--- config.mk ---
export PLATFORM = sky130hd
export DESIGN_NAME = sram_controller
export DESIGN_NICKNAME = d
export VERILOG_FILES = /design/src/rtl/sram_controller_pkg.sv /design/src/rtl/sram_phase_counter.sv /design/src/rtl/sram_controller.sv
export SDC_FILE = /design/constraint.sdc
export NUM_CORES = 1
export LEC_CHECK = 0
export BUFFER_PORTS_ARGS = -buffer_cell sky130_fd_sc_hd__buf_4
export CAP_MARGIN = 20
export CORE_MARGIN = 3
export CORE_UTILIZATION = 51
export CTS_BUF_LIST = sky130_fd_sc_hd__clkbuf_2 sky130_fd_sc_hd__clkbuf_4 sky130_fd_sc_hd__clkbuf_8
export DETAILED_ROUTE_END_ITERATION = 10
export GPL_ROUTABILITY_DRIVEN = 0
export HOLD_SLACK_MARGIN = 0.02
export PLACE_DENSITY_LB_ADDON = 0.1
export REMOVE_ABC_BUFFERS = 1
export SLEW_MARGIN = 10
export SYNTH_ARGS = -nofsm -noshare
export SYNTH_HDL_FRONTEND = slang
export SYNTH_SLANG_ARGS = --single-unit
--- constraint.sdc ---
create_clock -name clk -period 2.8 [get_ports clk]
set_clock_uncertainty 0.15 [all_clocks]
set_input_delay 0.14 -clock clk [delete_from_list [all_inputs] [get_ports clk]]
set_output_delay 0.14 -clock clk [all_outputs]
set_load 0.1 [all_outputs]
--- src/rtl/sram_controller_pkg.sv ---
// Shared definitions for the MEM-stage SRAM controller: FSM encoding and
// default SRAM geometry / address map constants.
package sram_controller_pkg;

  typedef enum logic [1:0] {
    S_IDLE = 2'd0,
    S_LOW  = 2'd1,
    S_HIGH = 2'd2,
    S_DONE = 2'd3
  } sram_state_t;

  localparam int SRAM_AW       = 18;    // halfword address width
  localparam int SRAM_DW       = 16;    // SRAM data bus width
  localparam int DEF_BASE_ADDR = 1024;  // byte address of SRAM halfword 0
  localparam int CNT_W         = 4;     // phase counter width (WAIT_CYCLES <= 15)

endpackage

--- src/rtl/sram_phase_counter.sv ---
// Cycle counter for one halfword phase: counts 0..WAIT_CYCLES and flags the
// terminal cycle, which is the data-hold / read-sample cycle of the phase.
module sram_phase_counter
  import sram_controller_pkg::*;
#(
  parameter int WAIT_CYCLES = 1
) (
  input  logic             clk,
  input  logic             reset,
  input  logic             clear,
  input  logic             enable,
  output logic [CNT_W-1:0] count,
  output logic             tc
);

  localparam logic [CNT_W-1:0] TC_VAL = CNT_W'(WAIT_CYCLES);

  // Clear wins over enable so a phase boundary always restarts at 0
  always_ff @(posedge clk or posedge reset) begin
    if (reset)       count <= '0;
    else if (clear)  count <= '0;
    else if (enable) count <= count + 1'b1;
  end

  assign tc = (count == TC_VAL);

endmodule

--- src/rtl/sram_controller.sv ---
// Runs a 32-bit MEM-stage load/store as two 16-bit accesses (low half, then
// high half) on an asynchronous SRAM. o_Ready drops combinationally in the
// request cycle so the pipeline freezes immediately.
module sram_controller
  import sram_controller_pkg::*;
#(
  parameter int DATA_WIDTH      = 32,
  parameter int SRAM_ADDR_WIDTH = SRAM_AW,
  parameter int SRAM_DATA_WIDTH = SRAM_DW,
  parameter int WAIT_CYCLES     = 1,
  parameter int BASE_ADDR       = DEF_BASE_ADDR
) (
  input  logic                       clk,
  input  logic                       reset,
  input  logic                       i_Mem_Read_Enable,
  input  logic                       i_Mem_Write_Enable,
  input  logic [DATA_WIDTH-1:0]      i_Address,
  input  logic [DATA_WIDTH-1:0]      i_Write_Data,
  output logic [DATA_WIDTH-1:0]      o_Read_Data,
  output logic                       o_Ready,
  output logic [SRAM_ADDR_WIDTH-1:0] o_Sram_Addr,
  output logic                       o_Sram_We_N,
  output logic [SRAM_DATA_WIDTH-1:0] o_Sram_Dq_Out,
  output logic                       o_Sram_Dq_Oe,
  input  logic [SRAM_DATA_WIDTH-1:0] i_Sram_Dq_In
);

  localparam int WORD_W = SRAM_ADDR_WIDTH - 1;

  sram_state_t state, state_n;

  logic                  request;
  logic                  latch;
  logic                  cnt_clear, cnt_en;
  logic [CNT_W-1:0]      cnt;
  logic                  cnt_tc;
  logic [DATA_WIDTH-1:0] offset;
  logic [WORD_W-1:0]     word_q;
  logic [DATA_WIDTH-1:0] wdata_q;
  logic                  is_write_q;
  logic                  unused_addr_bits;

  assign request = i_Mem_Read_Enable | i_Mem_Write_Enable;

  // Unsigned subtract wraps below BASE_ADDR; byte offset and bits above the
  // SRAM word range are dropped.
  assign offset           = i_Address - DATA_WIDTH'(BASE_ADDR);
  assign unused_addr_bits = ^{offset[DATA_WIDTH-1:WORD_W+2], offset[1:0]};

  sram_phase_counter #(.WAIT_CYCLES(WAIT_CYCLES)) u_phase_cnt (
    .clk    (clk),
    .reset  (reset),
    .clear  (cnt_clear),
    .enable (cnt_en),
    .count  (cnt),
    .tc     (cnt_tc)
  );

  // State register
  always_ff @(posedge clk or posedge reset) begin
    if (reset) state <= S_IDLE;
    else       state <= state_n;
  end

  // Next state, handshake and counter control
  always_comb begin
    state_n   = state;
    latch     = 1'b0;
    cnt_clear = 1'b0;
    cnt_en    = 1'b0;
    o_Ready   = 1'b0;
    case (state)
      S_IDLE: begin
        o_Ready = ~request;
        if (request) begin
          latch     = 1'b1;
          cnt_clear = 1'b1;
          state_n   = S_LOW;
        end
      end
      S_LOW: begin
        if (cnt_tc) begin
          cnt_clear = 1'b1;
          state_n   = S_HIGH;
        end else begin
          cnt_en = 1'b1;
        end
      end
      S_HIGH: begin
        if (cnt_tc) begin
          cnt_clear = 1'b1;
          state_n   = S_DONE;
        end else begin
          cnt_en = 1'b1;
        end
      end
      default: begin
        // DONE: one finishing cycle, never chains straight into a new access
        o_Ready = 1'b1;
        state_n = S_IDLE;
      end
    endcase
  end

  // SRAM pin drive; idle values match reset so an abort releases the bus at once
  always_comb begin
    o_Sram_Addr   = '0;
    o_Sram_We_N   = 1'b1;
    o_Sram_Dq_Out = '0;
    o_Sram_Dq_Oe  = 1'b0;
    if (state == S_LOW || state == S_HIGH) begin
      o_Sram_Addr = {word_q, (state == S_HIGH)};
      if (is_write_q) begin
        o_Sram_Dq_Oe  = 1'b1;
        o_Sram_Dq_Out = (state == S_HIGH) ? wdata_q[DATA_WIDTH-1:SRAM_DATA_WIDTH]
                                          : wdata_q[SRAM_DATA_WIDTH-1:0];
        // Strobe released in the last cycle so data is held past We_N rising
        o_Sram_We_N   = cnt_tc;
      end
    end
  end

  // Capture the request when leaving IDLE; write wins over read
  always_ff @(posedge clk or posedge reset) begin
    if (reset) begin
      word_q     <= '0;
      wdata_q    <= '0;
      is_write_q <= 1'b0;
    end else if (latch) begin
      word_q     <= offset[WORD_W+1:2];
      wdata_q    <= i_Write_Data;
      is_write_q <= i_Mem_Write_Enable;
    end
  end

  // Load data: sample each half on the last cycle of its phase
  always_ff @(posedge clk or posedge reset) begin
    if (reset) begin
      o_Read_Data <= '0;
    end else if (!is_write_q && cnt_tc) begin
      if (state == S_LOW)
        o_Read_Data[SRAM_DATA_WIDTH-1:0] <= i_Sram_Dq_In;
      else if (state == S_HIGH)
        o_Read_Data[DATA_WIDTH-1:SRAM_DATA_WIDTH] <= i_Sram_Dq_In;
    end
  end

endmodule

==> results of run 1 <==
## metal layers
layer	global-route usage, %	up-vias	part of all wire, %
met5	0	-	0
met4	7.57	0	1.4
met3	3.90	14	5.1
met2	44.6	118	54
met1	27.9	1713	40
li1	-	1701	-
## metrics by stage
stage | instances | utilization [%] | setup TNS (ns) | setup slack [ns] | hold slack, ns
after detailed placement | 618 | 69.4 | 0 | 0.697 | -0.0438
final | 702 | 81.9 | 0 | 0.351 | 0.0555
after global placement | 618 | 69.4 | 0 | 0.758 | -0.0478
after floorplan | 375 | - | -3.69 | -0.349 | 0.0954
after global routing | 702 | 81.9 | 0 | 0.160 | 0.0676
after CTS | 704 | 82.0 | 0 | 0.0353 | 0.0407
## what timing repair did
| action | CTS | global route |
|---|---|---|
| hold buffers | 70 | 0 |
| resized for setup | 0 | 2 |
| endpoints found under the hold margin | 169 | 0 |
| setup endpoints to repair | 0 | 2 |
## area by class of cell
type | instances | share of cell area (%)
flip-flops and latches | 88 | 36.3
repair buffers | 212 | 29.3
multi-input cells | 279 | 28.1
clock buffers | 10 | 2.27
well taps | 99 | 2.04
clock inverters | 6 | 1.53
inverters | 8 | 0.516
## worst max-delay path, cell delays in order, from the launching register on
cell     delay (ns)
dfrtp_1        0.40
inv_1          0.10
ha_1           0.31
nand2_1        0.51
inv_1          0.12
nand2_1        0.10
buf_4          0.28
## worst paths after layout
kind | end | slack [ns] | from | depth (start not counted)
max reg2reg | word_q[16] | 0.53 | state[0] | 6
max | o_Sram_We_N | 0.35 | state[0] | 6
min in group asynchronous | o_Read_Data[27] | 0.15 | reset | 3
min reg2reg | word_q[1] | 0.32 | word_q[1] | 2
max in group asynchronous | wdata_q[0] | 1.69 | reset | 4
min | word_q[9] | 0.06 | i_Address[11] | 4
## placed cells by master, fill, tap and decap left out, types with 2 or more instances in the layout
| cell type | synthesis | layout |
|---|---|---|
| clkbuf_8 | 0 | 10 |
| a211oi_1 | 3 | 3 |
| nand2b_1 | 3 | 3 |
| inv_1 | 8 | 7 |
| nand2_1 | 132 | 132 |
| clkinvlp_4 | 0 | 2 |
| mux2_2 | 32 | 32 |
| and2_1 | 17 | 17 |
| nand2_2 | 2 | 2 |
| a21oi_1 | 2 | 2 |
| a21o_1 | 2 | 2 |
| clkinv_4 | 0 | 2 |
| dfrtp_1 | 88 | 88 |
| bufinv_16 | 0 | 2 |
| dlygate4sd3_1 | 0 | 68 |
| ha_1 | 8 | 8 |
| or2_2 | 2 | 2 |
| nor3b_1 | 2 | 2 |
| mux2i_1 | 17 | 17 |
| or4_1 | 3 | 3 |
| nor2_1 | 23 | 23 |
| o21ai_0 | 6 | 6 |
| buf_4 | 0 | 143 |
| a31oi_1 | 6 | 6 |
## registers in the layout, summed over array words and instances (netlist names)
register           flops
u_phase_cnt.count      4
is_write_q             1
o_Read_Data           32
wdata_q               32
word_q                17
state                  2
## kinds of logic after synthesis
logic type	Yosys count	share of synthesized area, %
compound gates	28	4.64
simple gates	192	21.1
mux	50	13.6
buf+inv	28	2.79
flops	88	55.1
xor+xnor	1	0.219
fa+ha+maj	8	2.51
==> impl_metrics.env, run 1 <==
export IMPL_yosys_cell_count_top_type="nand2_1"
export IMPL_final_area_um2=6060
export IMPL_dp_hpwl_mm=6.49
export IMPL_multi_input_area_um2=1700
export IMPL_drive_gt1_share_pct=33.8
export IMPL_worstSetupPathType="reg -> out"
export IMPL_die_h_um=94.5
export IMPL_htreeDepth=3
export IMPL_synth_area_leaders="dfrtp_1, nand2_1, mux2_2"
export IMPL_synth_area_leader_cell="dfrtp_1"
export IMPL_core_um2=7410
export IMPL_root_buffer="clkbuf_8"
export IMPL_fp_dieW_um=94.5
export IMPL_ys_warn_count=0
export IMPL_start_util_pct=53.9
export IMPL_drt_iter0_drc=121
export IMPL_ant_nets=0
export IMPL_fillers=445
export IMPL_finalSetupViolations=0
export IMPL_syn_area_um2=3990
export IMPL_syn2layout_area_growth_pct=51.8
export IMPL_cts_setup_buffers=0
export IMPL_start_kind="flop"
export IMPL_drv_cap=0
export IMPL_tightest_slew_ns=0.684
export IMPL_end_kind="output port"
export IMPL_ys_ff_latch=88
export IMPL_clockBufferDepth=2
export IMPL_grt_overflow=0
export IMPL_syn_inst=395
export IMPL_critical_path_arrival_ns=2.16
export IMPL_fmax_mhz=408
export IMPL_nets=690
export IMPL_status="completed"
export IMPL_fin_crit_sh_pct=87.5
export IMPL_post_synth_cell_area_avg_um2=10.1
export IMPL_grt_pass1_wl_mm=16.9
export IMPL_required_ns=2.51
export IMPL_insertion_delay_ns=0.33
export IMPL_min_path_type="in -> reg"
export IMPL_grt_max_degree=73
export IMPL_antenna_found_initial=0
export IMPL_dpl_cell_area_um2=5140
export IMPL_netlist_top_cells_count="nand2_1, dfrtp_1, mux2_2, nor2_1"
export IMPL_yosysSeqAreaShare_pct=55.1
export IMPL_clkTransAtPathRegs_ns=0.08
export IMPL_cp_max_fo=17
export IMPL_synthArstFlopShare_pct=100
export IMPL_wl_per_cell_um=15.0
export IMPL_drtPass1Iterations=4
export IMPL_numClockSinks=88
export IMPL_num_io_pins=153
export IMPL_vias=3546
export IMPL_yosysTopAreaCellShare_pct=55.1
export IMPL_first_global_vias=3667
export IMPL_rsz0062_at_grt="false"
export IMPL_finalMaxSlewViolations=0
export IMPL_io_buffers=137
export IMPL_final_hold_viol_count=0
export IMPL_diodes=0
export IMPL_synth_ff_type="dfrtp_1"
export IMPL_routed_wl_mm=10.5
export IMPL_synth_edf_count=0
export IMPL_drc=0
export IMPL_min_period_ns=2.45
export IMPL_dieArea_um2=8930
export IMPL_grtUsageTotal_pct=23.9
export IMPL_cts_buffers_inserted=9
export IMPL_std_cell_rows=31
export IMPL_slew_headroom_pct=54.3
export IMPL_regArea_um2=2200
export IMPL_viasPerCell=5.05
export IMPL_cts_tree="done"
export IMPL_yosysUniqueCellTypes=38
Power of run 1 is not shown: default switching activity piles up to over one toggle a cycle in this logic, so the estimate is an artifact.
==> inputs of run 2 (changes only) <==
--- a/config.mk
+++ b/config.mk
@@ -10,6 +10,7 @@
 export CORE_MARGIN = 3
 export CORE_UTILIZATION = 51
 export CTS_BUF_LIST = sky130_fd_sc_hd__clkbuf_2 sky130_fd_sc_hd__clkbuf_4 sky130_fd_sc_hd__clkbuf_8
+export CTS_CLUSTER_DIAMETER = 120
 export DETAILED_ROUTE_END_ITERATION = 10
 export GPL_ROUTABILITY_DRIVEN = 0
 export HOLD_SLACK_MARGIN = 0.02
@@ -18,4 +19,5 @@
 export SLEW_MARGIN = 10
 export SYNTH_ARGS = -nofsm -noshare
 export SYNTH_HDL_FRONTEND = slang
+export SYNTH_HIERARCHICAL = 1
 export SYNTH_SLANG_ARGS = --single-unit
==> impl_metrics.env, run 2 <==
export IMPL_status="complete, but fails checks"
export IMPL_violations="setup timing"
export IMPL_drtPass1Iterations=4
export IMPL_start_util_pct=53.5
export IMPL_synth_area_leaders="dfrtp_1, nand2_1, mux2_2"
export IMPL_dieArea_um2=8870
export IMPL_antenna_found_initial=0
export IMPL_grt_overflow=0
export IMPL_dp_hpwl_mm=6.54
export IMPL_finalSetupViolations=1
export IMPL_ys_warn_count=6
export IMPL_synth_area_leader_cell="dfrtp_1"
export IMPL_grt_max_degree=45
export IMPL_syn2layout_area_growth_pct=53.2
export IMPL_drt_iter0_drc=146
export IMPL_routed_wl_mm=10.4
export IMPL_yosysSeqAreaShare_pct=55.6
export IMPL_wl_per_cell_um=14.7
export IMPL_insertion_delay_ns=0.34
export IMPL_io_buffers=137
export IMPL_worst_path_buf_inv=4
export IMPL_vias=3567
export IMPL_numClockSinks=88
export IMPL_rsz0062_at_grt="true"
export IMPL_crit_family="buffers and inverters"
export IMPL_reg_top3="o_Read_Data x32, wdata_q x32, word_q x17"
export IMPL_num_io_pins=153
export IMPL_yosysTopAreaCellShare_pct=55.6
export IMPL_cts_tree="done"
export IMPL_die_h_um=94.2
export IMPL_regArea_um2=2200
export IMPL_cp_slowest_cell="dlygate4sd3_1"
export IMPL_rrSetupSlack_ns=0.35
export IMPL_drive_gt1_share_pct=33.4
export IMPL_required_ns=2.88
export IMPL_std_cell_rows=31
export IMPL_min_period_ns=2.80
export IMPL_grtUsageTotal_pct=23.7
export IMPL_multi_input_area_um2=1670
export IMPL_clkTransAtPathRegs_ns=0.09
export IMPL_fin_crit_sh_pct=100
export IMPL_crit_top_cell="dlygate4sd3_1"
export IMPL_min_path_type="in -> reg"
export IMPL_post_synth_cell_area_avg_um2=10.1
export IMPL_rr_worst_depth=6
export IMPL_ys_ff_latch=88
export IMPL_fp_dieW_um=94.2
export IMPL_setup_ws_ns=-0.00130
export IMPL_synth_edf_count=0
export IMPL_final_cell_mix="buf_4, nand2_1, dfrtp_1, dlygate4sd3_1, mux2_2"
export IMPL_slew_headroom_pct=51.6
export IMPL_finalMaxSlewViolations=0
export IMPL_clockBufferDepth=2
export IMPL_fillers=439
export IMPL_final_hold_viol_count=0
export IMPL_grt_pass1_wl_mm=16.4
export IMPL_fmax_mhz=357
export IMPL_slowest_delay_ns=0.59
export IMPL_reg2reg_to="word_q[13]"
export IMPL_cp_max_fo=6
export IMPL_cts_buffers_inserted=9
export IMPL_root_buffer="clkbuf_8"
export IMPL_tightest_slew_ns=0.724
export IMPL_endpoint="word_q[16]"
export IMPL_viasPerCell=5.05
export IMPL_synth_ff_type="dfrtp_1"
export IMPL_end_kind="flop"
export IMPL_cts_setup_buffers=0
export IMPL_final_common_cell="buf_4"
export IMPL_yosysUniqueCellTypes=36
export IMPL_crit_chain="dlygate4sd3_1 -> buf_4 -> or4_4 -> o31ai_2 -> dlygate4sd3_1 -> a31oi_1 -> dlygate4sd3_1"
export IMPL_syn_inst=391
export IMPL_core_um2=7410
export IMPL_drv_cap=0
export IMPL_syn_area_um2=3960
export IMPL_start_kind="input pin"
export IMPL_first_global_vias=3531
export IMPL_holdWs_ns=0.0307
export IMPL_netlist_top_cells_count="nand2_1, dfrtp_1, mux2_2, nor2_1, and2_1"
export IMPL_yosys_cell_count_top_type="nand2_1"
export IMPL_reg2reg_from="state[0]"
export IMPL_synthArstFlopShare_pct=100
export IMPL_path_depth=7
export IMPL_nets=694
export IMPL_worstSetupPathType="in -> reg"
export IMPL_diodes=0
export IMPL_htreeDepth=3
export IMPL_drc=0
export IMPL_critical_path_arrival_ns=2.88
export IMPL_ant_nets=0
export IMPL_worstSetupStartpoint="i_Address[15]"
==> run 2: changes by cell type in the layout (fill, tap and decap cells not counted), sizes merged, moves of 2 or more <==
cell         previous run  this run
nand2b                  3         0
nor2b                   0         4
a31oi                   6         2
xnor2                   1         4
dlygate4sd3            68        73
inv                     7        11
a211oi                  3         1
==> run 2: per-layer routing <==
layer | vias up | part of all wire [%] | track usage, %
li1 | 1689 | - | -
met1 | 1733 | 41 | 28.0
met4 | 0 | 2.6 | 8.78
met2 | 121 | 50 | 41.9
met5 | - | 0 | 0
met3 | 24 | 5.9 | 5.37
==> run 2: worst min path at each step <==
stage	cells past startpoint	from	end
2_1_floorplan	1	reset	u_phase_cnt/count[0]
3_3_place_gp	2	reset	u_phase_cnt/count[2]
3_5_place_dp	2	reset	u_phase_cnt/count[0]
4_1_cts	4	i_Mem_Read_Enable	word_q[4]
5_1_grt	4	i_Address[11]	word_q[11]
6_report	4	i_Address[11]	word_q[11]
==> run 2: worst reg2reg max path: stages, from the launching register on <==
cell and delay, ns:
dfrtp_1 0.43, inv_1 0.12, ha_1 0.31, o21a_1 0.55, nor2_1 0.10, a31oi_1 0.16, dlygate4sd3_1 0.57
==> run 2: final cells by class <==
cell class | count | share of cell area [%]
clock buffers | 9 | 2.04
inverters | 9 | 0.577
repair buffers | 218 | 30.4
clock inverters | 7 | 1.26
well taps | 99 | 2.04
multi-input cells | 276 | 27.5
flip-flops and latches | 88 | 36.3
==> run 2: logic make-up after synthesis <==
family	after synthesis	share of synthesized area [%]
mux	50	13.8
buf+inv	27	2.84
simple gates	194	21.0
flops	88	55.6
compound gates	20	3.38
fa+ha+maj	8	2.53
xor+xnor	4	0.884
==> run 2: repair_timing <==
action | CTS | global route
resized for setup | 0 | 2
hold endpoints to repair | 125 | 0
setup endpoints to repair | 0 | 6
hold buffers | 73 | 0
==> run 2: metrics by stage <==
stage / instances / utilization (%) / setup TNS, ns / setup WS [ns] / instance area, µm²
after CTS: 706 / 81.9 / 0 / 0.0574 / 6070
after global placement: 617 / 69.3 / 0 / 0.568 / 5130
after detailed placement: 617 / 69.3 / 0 / 0.537 / 5130
after floorplan: 373 / - / -35.36 / -1.17 / 3880
final: 706 / 82.0 / -0.00130 / -0.00130 / 6070
after global routing: 706 / 82.0 / -0.0629 / -0.0629 / 6070
Power of run 2 is left out for the same reason.
